$ cat config.mk
export PLATFORM = sky130hd
export DESIGN_NAME = tile_ram_arbiter
export DESIGN_NICKNAME = d
export VERILOG_FILES = /design/src/rtl/tile_ram_arbiter.sv
export SDC_FILE = /design/constraint.sdc
export NUM_CORES = 1
export LEC_CHECK = 0
export ABC_CLOCK_PERIOD_IN_PS = 8900
export CAP_MARGIN = 20
export CORE_MARGIN = 3
export CORE_UTILIZATION = 40
export CTS_BUF_LIST = sky130_fd_sc_hd__clkbuf_8
export CTS_CLUSTER_SIZE = 14
export DETAILED_ROUTE_END_ITERATION = 12
export PLACE_DENSITY = 0.8
export SLEW_MARGIN = 40
export SYNTH_ARGS = -nofsm -noshare
export SYNTH_HDL_FRONTEND = slang
export SYNTH_SLANG_ARGS = --single-unit
$ cat constraint.sdc
create_clock -name clk_vga -period 8.9 [get_ports clk_vga]
set_input_delay 0.89 -clock clk_vga [delete_from_list [all_inputs] [get_ports clk_vga]]
set_output_delay 0.89 -clock clk_vga [all_outputs]
set_load 0.005 [all_outputs]
$ cat src/rtl/tile_ram_arbiter.sv
// tile_ram_arbiter
// Owns the single-port tile RAM of the snake playfield. The VGA scan-out
// path has absolute priority; the game writer only gets the port during
// blanking. Also generates the frame and game-step ticks.
//
// Ports
//   clk_vga, rst_n          pixel clock, async active-low reset
//   vga_xpos, vga_ypos      1-based pixel position from vga_driver, 0 = blank
//   wr_req/wr_addr/wr_code  game writer request, held until wr_ack
//   wr_ack                  request consumed this cycle
//   ram_addr/ram_we/ram_wdata  RAM port, sampled by the RAM on the next edge
//   ram_rdata               RAM read data, one cycle after the address
//   pix_code                tile code of the pixel being displayed, 0 when blank
//   speed                   frames per game step minus 1
//   frame_tick, game_tick   pacing pulses
module tile_ram_arbiter #(
  parameter int GRID_W     = 40,
  parameter int GRID_H     = 30,
  parameter int TILE_SHIFT = 4,
  parameter int H_BLANK    = 160,
  parameter int ADDR_W     = 11,
  parameter int CODE_W     = 2
) (
  input  logic              clk_vga,
  input  logic              rst_n,
  input  logic [9:0]        vga_xpos,
  input  logic [9:0]        vga_ypos,
  input  logic              wr_req,
  input  logic [ADDR_W-1:0] wr_addr,
  input  logic [CODE_W-1:0] wr_code,
  output logic              wr_ack,
  output logic [ADDR_W-1:0] ram_addr,
  output logic              ram_we,
  output logic [CODE_W-1:0] ram_wdata,
  input  logic [CODE_W-1:0] ram_rdata,
  output logic [CODE_W-1:0] pix_code,
  input  logic [3:0]        speed,
  output logic              frame_tick,
  output logic              game_tick
);

  localparam logic [7:0]        BCNT_MAX   = 8'(H_BLANK - 1);
  localparam logic [9:0]        COL_MAX    = 10'(GRID_W - 1);
  localparam logic [ADDR_W-1:0] TILE_CNT   = ADDR_W'(GRID_W * GRID_H);
  localparam logic [ADDR_W-1:0] ROW_STRIDE = ADDR_W'(GRID_W);

  logic [7:0]        bcnt;
  logic [ADDR_W-1:0] addr_q;
  logic              rd_valid;
  logic              ypos_nz_q;
  logic              spd_ld;
  logic [3:0]        fcnt;
  logic [3:0]        spd_l;

  logic              x_act;
  logic              y_act;
  logic              is_disp;
  logic              is_guard;
  logic [9:0]        row;
  logic [9:0]        col_raw;
  logic [9:0]        col;
  logic [ADDR_W-1:0] row_base;

  assign x_act    = (vga_xpos != 10'd0);
  assign y_act    = (vga_ypos != 10'd0);
  assign is_disp  = x_act && y_act;
  // Last blanking cycle of a visible line prefetches tile column 0.
  assign is_guard = !x_act && y_act && (bcnt == BCNT_MAX);

  assign row      = (vga_ypos - 10'd1) >> TILE_SHIFT;
  assign col_raw  = vga_xpos >> TILE_SHIFT;
  // xpos runs one pixel ahead, so xpos=640 would address column 40.
  assign col      = (col_raw > COL_MAX) ? COL_MAX : col_raw;
  assign row_base = ADDR_W'(row) * ROW_STRIDE;

  // Port mux. Gated by rst_n so a write in flight drops the instant reset hits.
  always_comb begin
    ram_addr  = addr_q;
    ram_we    = 1'b0;
    ram_wdata = '0;
    wr_ack    = 1'b0;
    if (!rst_n) begin
      ram_addr = '0;
    end else if (is_disp) begin
      ram_addr = row_base + ADDR_W'(col);
    end else if (is_guard) begin
      ram_addr = row_base;
    end else if (wr_req) begin
      ram_addr  = wr_addr;
      ram_wdata = wr_code;
      wr_ack    = 1'b1;
      ram_we    = (wr_addr < TILE_CNT);
    end
  end

  assign pix_code   = rd_valid ? ram_rdata : '0;
  assign frame_tick = ypos_nz_q && !y_act;
  assign game_tick  = frame_tick && (fcnt == spd_l);

  always_ff @(posedge clk_vga or negedge rst_n) begin
    if (!rst_n) begin
      bcnt      <= 8'd0;
      addr_q    <= '0;
      rd_valid  <= 1'b0;
      ypos_nz_q <= 1'b0;
      spd_ld    <= 1'b1;
      fcnt      <= 4'd0;
      spd_l     <= 4'd0;
    end else begin
      if (x_act)
        bcnt <= 8'd0;
      else if (bcnt != BCNT_MAX)
        bcnt <= bcnt + 8'd1;

      addr_q    <= ram_addr;
      rd_valid  <= is_disp || is_guard;
      ypos_nz_q <= y_act;

      // spd_ld is high only for the first cycle after reset release.
      spd_ld <= 1'b0;
      if (spd_ld || game_tick)
        spd_l <= speed;

      if (frame_tick)
        fcnt <= game_tick ? 4'd0 : fcnt + 4'd1;
    end
  end

endmodule

==> impl_metrics.ini, run 1 <==
[pwr]
p_per_area_mw_per_mm2 = 123
ir_worst_vdd_uv = 92.3
finalPower_uw = 370
power_leakage_uw = 0.00129

[worst_setup_path]
critPathLaunchType = input pin
crit_required_ps = 8010
setup.worst_path.end_class = output pin
crit_type = input pin to output pin
arrival_ps = 4980
critical_path_peak_fanout = 5
worstSetupStartpoint = vga_ypos[4]
reg2reg_from = bcnt[5]

[cts]
clock-root-buffer = clkbuf_8
ctsHtreeMaxLevel = 2
cts_tree = done
cts_sinks = 30
post_cts_buffers = 0
ctsLongestPathBuffers = 2
insertion_delay_ps = 280
cts_buffers = 5
clkSlewWorstSetupHoldPaths_ps = 60
cts_resized = 0
cts-hold-fix-buffers = 0

[synthesis]
syn_area_per_cell_sq_um = 9.93
async_flop_share_pct = 100
synthCells = 229
yosysSeqAreaShare_pct = 33.1
synthFlopType = dfrtp_1
synth.area.top_cells = dfrtp_1 (32%), ha_1 (6.6%), xnor2_1 (3.9%), nor2_1 (3.5%), mux2i_1 (3.1%)
synth_edf_count = 0
yosysTopAreaCellShare_pct = 31.9
synth.yosys.warnings = 0
ys_types = 62
ys_ff_latch = 30
synthTopCellsByCount = dfrtp_1 (29), nor2_1 (21), ha_1 (12)
synth_most_common_cell = dfrtp_1
netlist_area_sq_mm = 0.00227
syn_nets = 285
yosysTopAreaCell = dfrtp_1

[sta]
fmax_mhz = 170
setup_viol = 0
finalMaxSlewViolations = 0
tns_ps = 0
min_period_over_period_pct = 66.0
slew_headroom_pct = 51.0
finalCriticalPeriod_ps = 5870
worst_slack_ps = 3030
rsz0062_at_grt = false
worst_pin_slew_ps = 733
hold_violations = 0
fin_skew_ps = 7.71

[final_layout]
area_growth_pct = 32.1
fillers = 461
nNetsFinal = 347
seqCellArea_sq_um = 752
multi_input_area_sq_mm = 0.00142
drive_gt1_share_pct = 14.7
antennaDiodeCount = 0

[worst_hold_path]
hold_path_class = flip-flop to flip-flop
hold_start = spd_l[3]

[global_routing]
grt_pass1_vias = 1862
grt_max_degree = 44
antenna_found_initial = 0
grt_pass1_wl_um = 8910
grt-ovfl-total = 0
grtUsageTotal_pct = 17.5

[routing]
vias = 1940
routedWlPerCell_um = 15.2
drt_iter0_markers = 55
vias_per_cell = 5.36
drcViolationCount = 0
drt_first_pass_iters = 4
final_antenna_net_count = 0
wl_um = 5510

[placed_design]
numPortBuffers = 60
gp_congestion = 0.868
dp_hpwl_um = 4210
dp_slack_ps = 3040

[die]
die_area_sq_mm = 0.00662
core_sq_mm = 0.00530
fp-row-count = 26
initial_core_util_pct = 42.9
die_h_um = 81.4
io-pin-count = 61
fp.dieW_um = 81.4

[status]
status = finished clean

[job]
drv_cap = 0
-- critical path, cell delays in order --
cell and delay (ps):
clkdlybuf4s50_1 520, nor3_2 340, nand2_1 170, and2_1 200
or2_2 270, ha_1 300, ha_1 220, inv_1 80
fa_1 450, or3b_1 430, nor4_2 280, xnor2_1 100
a21oi_1 200, clkdlybuf4s50_1 530
-- power breakdown --
| part | internal [uW] | switching [uW] |
|---|---|---|
| Sequential | 145 | 3.41 |
| Combinational | 59.2 | 47.5 |
| Clock | 62.1 | 53.1 |
-- final timing paths --
kind | endpoint | slack [ps] | cells past startpoint
min in group asynchronous | rd_valid | 1040 | 2
max in group asynchronous | bcnt[2] | 7500 | 2
setup / recovery | ram_addr[10] | 3030 | 14
setup reg to reg | addr_q[4] | 6720 | 5
hold / removal | spd_l[3] | 540 | 1
hold reg to reg | spd_l[3] | 540 | 1
-- sequential cells by signal, indices dropped and copies added, names as in the netlist --
register and flops:
addr_q 11, spd_l 4, rd_valid 1, fcnt 4
ypos_nz_q 1, spd_ld 1, bcnt 8
-- routing by layer --
metal / vias to the layer above / GRT usage, % / part of all wire [%]
li1: 946 / - / -
met1: 925 / 22.9 / 44
met2: 64 / 29.6 / 48
met3: 5 / 4.21 / 7.4
met4: 0 / 3.04 / 0.56
met5: - / 0 / 0
-- through the flow --
stage	cells	hold WS, ps	util [%]	area (sq um)
after floorplan	229	493	-	2270
after global placement	354	511	54.8	2900
after detailed placement	354	525	54.8	2910
final	362	537	56.6	3000
after global routing	362	558	56.6	3000
after CTS	362	540	56.6	3000
-- kinds of logic (layout without fill, tap and decap cells) --
group | Yosys count | in the layout | share of synthesized area (%)
AO/OA/AOI/OAI | 41 | 41 | 11.7
flip-flops | 30 | 30 | 33.1
multiplexers | 17 | 17 | 8.70
adder cells (fa/ha/maj) | 14 | 14 | 8.37
buffers and inverters | 17 | 80 | 4.79
other | 1 | 1 | 0.165
AND/OR/NAND/NOR | 90 | 90 | 25.0
XOR/XNOR | 19 | 19 | 8.26
-- layout by cell type, fill, tap and decap left out, drive strengths merged, types with 2 or more instances in the layout --
cell type / Yosys / final
dfrtp: 29 / 29
nor4: 3 / 3
nor2b: 5 / 5
clkbuf: 2 / 6
ha: 12 / 12
nor2: 25 / 25
o21ai: 11 / 11
a21o: 3 / 3
and3: 4 / 4
and4: 2 / 2
nor3: 7 / 7
and2: 8 / 8
o22ai: 6 / 6
clkdlybuf4s50: 0 / 60
nand4: 6 / 6
a21oi: 8 / 8
mux2: 10 / 10
a211oi: 4 / 4
nand3: 10 / 10
nand2b: 2 / 2
mux2i: 7 / 7
xor2: 8 / 8
xnor2: 10 / 10
nor3b: 2 / 2
fa: 2 / 2
nand2: 11 / 11
inv: 11 / 11
-- area by class of cell --
cell class,count,area share [%]
multi-input cells,182,47.2
clock inverters,2,0.417
well taps,70,2.92
flip-flops and latches,30,25.0
repair buffers,61,20.2
inverters,11,1.46
clock buffers,6,2.75
No activity file was read; power rests on OpenSTA's default activity.
==> run 2: changes to the inputs <==
- ABC_CLOCK_PERIOD_IN_PS: 8900 -> 4700
- PLACE_DENSITY: 0.8 -> 0.83
- clock period: 8.9 -> 4.7 ns (I/O delays scaled with it)
==> run 2 against run 1 <==
First-iteration DRC count increased by 60%. Sequential power increased by 90%. Register-to-register slack got worse by 4200 ps. Total power increased by 100%. Clock power increased by 120%. Clock skew decreased by 2.3 ps. Sequential share of layout area decreased by 0.82 points. Count of clock-buffer cells in the layout decreased by 1. Combinational power increased by 100%. Largest cell class unchanged.
==> impl_metrics.ini, run 2 (synthesized netlist as in run 1, its figures left out) <==
[worst_setup_path]
crit_chain = clkdlybuf4s50_1, nor4_4, nand2_1, and2_1, or2_2, ha_1, ha_1, inv_1, fa_1, buf_4, nor4b_2, mux2i_1, a21oi_2, clkdlybuf4s50_1
critPathLaunchType = input pin
reg2regPathDepth = 5
critical_path_peak_fanout = 2
crit_required_ps = 4230
arrival_ps = 4060
setup.worst_path.end_class = output pin
crit_path_max_incr_delay_ps = 530
crit_type = input pin to output pin
regToRegSetupSlack_ps = 2480
slowest_stage = clkdlybuf4s50_1

[global_routing]
grt-ovfl-total = 0
grtUsageTotal_pct = 18.7
grt_pass1_wl_um = 9450
antenna_found_initial = 0
grt_max_degree = 21
grt_pass1_vias = 2026

[cts]
insertion_delay_ps = 280
ctsLongestPathBuffers = 2
ctsHtreeMaxLevel = 2
clkSlewWorstSetupHoldPaths_ps = 70
cts_sinks = 30
cts-hold-fix-buffers = 0
clock-root-buffer = clkbuf_8
cts_buffers = 5
post_cts_buffers = 0
cts_tree = done

[die]
fp-row-count = 26
die_h_um = 81.4
die_area_sq_mm = 0.00662
core_sq_mm = 0.00530
io-pin-count = 61
initial_core_util_pct = 42.9
fp.dieW_um = 81.4

[pwr]
p_seq_share_pct = 37.1
ir_worst_vdd_uv = 148
swShare_pct = 27.1
p_clk_share_pct = 34.0
p_per_area_mw_per_mm2 = 244
p_sw_uw = 205
power_frac_comb_pct = 28.9
finalPower_uw = 757
power_leakage_uw = 0.00137
internal_power_uw = 552

[sta]
hold_ws_ps = 124
fin_skew_ps = 5.45
finalMaxSlewViolations = 0
worst_pin_slew_ps = 715
slew_headroom_pct = 52.2
fmax_mhz = 221
finalCriticalPeriod_ps = 4530
setup_viol = 0
rsz0062_at_grt = false
hold_violations = 0
min_period_over_period_pct = 96.3

[final_layout]
antennaDiodeCount = 0
top_regs = addr_q (11), bcnt (8)
stdcell_count = 372
largest_register_ffs = 11
nNetsFinal = 357
drive_gt1_share_pct = 19.5
area_growth_pct = 36.5
top_register = addr_q
final_common_cell = clkdlybuf4s50_1
final_cell_mix = clkdlybuf4s50_1 (54), dfrtp_1 (29), nor2_1 (20), ha_1 (12), buf_4 (11)

[routing]
routedWlPerCell_um = 15.7
final_antenna_net_count = 0
vias = 1979
drt_first_pass_iters = 4
drt_iter0_markers = 88
vias_per_cell = 5.32
wl_um = 5850
drcViolationCount = 0

[job]
drv_cap = 0

[placed_design]
dp_hpwl_um = 4520
dpl.cell_count = 364
gp_congestion = 0.896
numPortBuffers = 60

[status]
status = finished clean

[worst_hold_path]
hold_path_class = input pin to async pin
run 2: cell types whose count changed in the layout (fill, tap and decap cells not counted), sizes merged:
cell / previous run / this run
clkbuf: 6 / 5
dlygate4sd2: 0 / 4
dlymetal6s2s: 0 / 1
clkdlybuf4s50: 60 / 54
buf: 1 / 12
clkinv: 1 / 2
bufinv: 0 / 1
clkinvlp: 1 / 0
run 2: critical path: cells and delay by family:
kind	cells	cell delay, ps
fa+ha+maj	3	970
mux	1	130
buf+inv	4	1220
simple gates	5	1080
compound gates	1	190
run 2: area by class of cell:
type	count	area (sq um)
repair buffers	71	676
clock buffers	5	68.8
inverters	11	43.8
flip-flops and latches	30	752
multi-input cells	182	1440
well taps	70	87.6
fillers	462	2200
clock inverters	3	40.0
run 2: routing by layer:
layer	global-route usage, %	wire [um]	vias to the layer above
li1	-	-	963
met1	23.9	2560	935
met2	31.5	2810	73
met3	4.21	407	8
met4	5.41	71	0
met5	0	0	-
run 2: repair_timing:
| action | 4_1_cts | 5_1_grt |
|---|---|---|
| resized for setup | 4 | 6 |
| pin swaps | 5 | 3 |
| setup endpoints to repair | 3 | 1 |
run 2: stage by stage:
stage                     worst slack, ps  util, %  area [sq um]  TNS, ps
after detailed placement             -115     56.3          2980     -193
after global routing                 25.9     58.5          3100        0
after global placement              -13.0     56.2          2980    -16.4
final                                 172     58.5          3100        0
after CTS                            23.1     58.2          3090        0
after floorplan                       929        -          2270        0
run 2: worst paths after layout:
path,start,endpoint
max,vga_ypos[0],ram_addr[8]
min,rst_n,spd_l[3]
max in group asynchronous,rst_n,spd_ld
max reg2reg,bcnt[5],addr_q[4]
min in group clk_vga,bcnt[1],bcnt[1]
min reg2reg,bcnt[1],bcnt[1]
run 2: power groups by stage:
stage / combinational [uW] / clock, uW / sequential, uW
floorplan: 107 / 0 / 284
global placement: 209 / 0 / 285
detailed placement: 213 / 0 / 286
CTS: 213 / 263 / 281
global route: 238 / 277 / 282
finish: 219 / 258 / 281
==> run 3: changes to the inputs <==
- SETUP_SLACK_MARGIN: default -> 0.05
==> run 3 against run 2 <==
Via count unchanged. Count of clock-buffer cells in the layout unchanged. Final area is 0.48% lower. Clock skew hardly changed. Critical path depth is the same. Highest routed layer unchanged. Core utilization is 0.28 points lower.
==> impl_metrics.ini, run 3 (synthesized netlist as in run 1, its figures left out) <==
[die]
core_sq_mm = 0.00530
fp.dieW_um = 81.4
initial_core_util_pct = 42.9
io-pin-count = 61
fp-row-count = 26
die_h_um = 81.4
die_area_sq_mm = 0.00662

[sta]
fmax_mhz = 226
finalMaxSlewViolations = 0
hold_violations = 0
worst_pin_slew_ps = 705
rsz0062_at_grt = false
finalCriticalPeriod_ps = 4430
min_period_over_period_pct = 94.3
slew_headroom_pct = 52.9
fin_skew_ps = 5.57
setup_viol = 0

[pwr]
p_per_area_mw_per_mm2 = 243
power_leakage_uw = 0.00136
internal_power_uw = 549
p_sw_uw = 202
ir_worst_vdd_uv = 148
power_frac_comb_pct = 28.5
p_seq_share_pct = 37.4
p_clk_share_pct = 34.2
swShare_pct = 26.9

[final_layout]
drive_gt1_share_pct = 18.5
post-route-cell-area_sq_mm = 0.00309
post-route-util_pct = 58.3
final_cell_mix = clkdlybuf4s50_1 (53), dfrtp_1 (29), nor2_1 (21), ha_1 (12), buf_4 (11)
largest_register_ffs = 11
multi_input_area_sq_mm = 0.00143
nNetsFinal = 357
fillers = 463
area_growth_pct = 35.9
top_regs = addr_q (11), bcnt (8)
stdcell_count = 372
top_register = addr_q
antennaDiodeCount = 0
final_common_cell = clkdlybuf4s50_1
seqCellArea_sq_um = 752

[routing]
drcViolationCount = 0
wl_met1_um = 2580
dr_wl_met3_um = 397
drt_iter0_markers = 83
final_antenna_net_count = 0
vias = 1979
drt_first_pass_iters = 4
routedWlPerCell_um = 15.6
wl_met2_um = 2760
wl_um = 5810
dr.max_layer_used = met4
vias_per_cell = 5.32

[global_routing]
grtUsageTotal_pct = 18.7
grt_pass1_wl_um = 9450
grt-ovfl-total = 0
grt_max_degree = 21
grt_pass1_vias = 2027
antenna_found_initial = 0

[worst_setup_path]
critical_path_peak_fanout = 2
crit_path_max_incr_delay_ps = 530
critPathLaunchType = input pin
regToRegSetupSlack_ps = 2480
arrival_ps = 3960
crit_chain = clkdlybuf4s50_1, nor3_2, nand2_1, and2_1, or2_2, ha_1, ha_1, inv_1, fa_1, buf_4, nor4b_2, mux2i_1, a21oi_2, clkdlybuf4s50_1
cp_num_buf_inv = 4
crit_type = input pin to output pin
critPathTopFamily = buffers and inverters
setup.worst_path.end_class = output pin
crit_required_ps = 4230
slowest_stage = clkdlybuf4s50_1

[cts]
clkSlewWorstSetupHoldPaths_ps = 70
cts_tree = done
cts-hold-fix-buffers = 0
clock-root-buffer = clkbuf_8
insertion_delay_ps = 280
ctsLongestPathBuffers = 2
cts_buffers = 5
post_cts_buffers = 0
cts_sinks = 30
ctsHtreeMaxLevel = 2

[placed_design]
dp_hpwl_um = 4520
numPortBuffers = 60
gp_congestion = 0.896
place_area_sq_mm = 0.00298
dpl.cell_count = 364

[status]
status = finished clean

[worst_hold_path]
hold_path_class = input pin to async pin

[job]
drv_cap = 0
[run 3: changes by cell type in the layout (fill, tap and decap cells not counted), sizes merged]
cell	delta
dlymetal6s2s	-1
dlygate4sd2	+2
clkdlybuf4s50	-1
[run 3: power groups by stage]
stage                     clock network, uW  logic (uW)  registers (uW)
after CTS                               263         212             281
after global placement                    0         209             285
after floorplan                           0         107             284
after detailed placement                  0         213             286
after global routing                    277         234             282
final                                   257         214             281
[run 3: per-stage QoR]
stage | hold WS, ps | TNS [ps] | power, uW | worst slack [ps]
floorplan | 174 | 0 | 391 | 929
finish | 123 | 0 | 751 | 266
detailed placement | 529 | -193 | 499 | -115
global route | 133 | 0 | 794 | 93.1
CTS | 546 | 0 | 756 | 124
global placement | 513 | -16.4 | 493 | -13.0
[run 3: area by class of cell]
| cell class | instances | area share [%] |
|---|---|---|
| flip-flops and latches | 30 | 24.3 |
| multi-input cells | 182 | 46.2 |
| inverters | 11 | 1.42 |
| clock buffers | 5 | 2.23 |
| repair buffers | 71 | 21.7 |
| well taps | 70 | 2.84 |
| clock inverters | 3 | 1.30 |
[run 3: final timing paths]
| path | from | endpoint | depth (start not counted) |
|---|---|---|---|
| hold reg to reg | bcnt[1] | bcnt[1] | 2 |
| hold / removal | rst_n | spd_l[3] | 1 |
| min in group clk_vga | bcnt[1] | bcnt[1] | 2 |
| max in group asynchronous | rst_n | spd_ld | 3 |
| setup reg to reg | bcnt[5] | addr_q[4] | 5 |
| setup / recovery | vga_ypos[6] | ram_addr[8] | 14 |
[run 3: worst register-to-register path, cell delays in order, from the launching register on]
cell	delay, ps
dfrtp_1	440
nor3b_2	300
nand4_2	250
a21oi_2	590
a211oi_1	120
a211oi_1	390
[run 3: repair_timing]
item | in CTS | in global routing
endpoints found under the setup margin | 3 | 1
hold endpoints to repair | 0 | 0
gates resized for setup | 6 | 2
pin swaps | 6 | 0
cloned | 0 | 0
[run 3: layer usage]
layer / track usage, % / vias to the layer above
li1: - / 963
met4: 5.41 / 0
met1: 23.9 / 931
met5: 0 / -
met3: 4.21 / 8
met2: 31.5 / 77
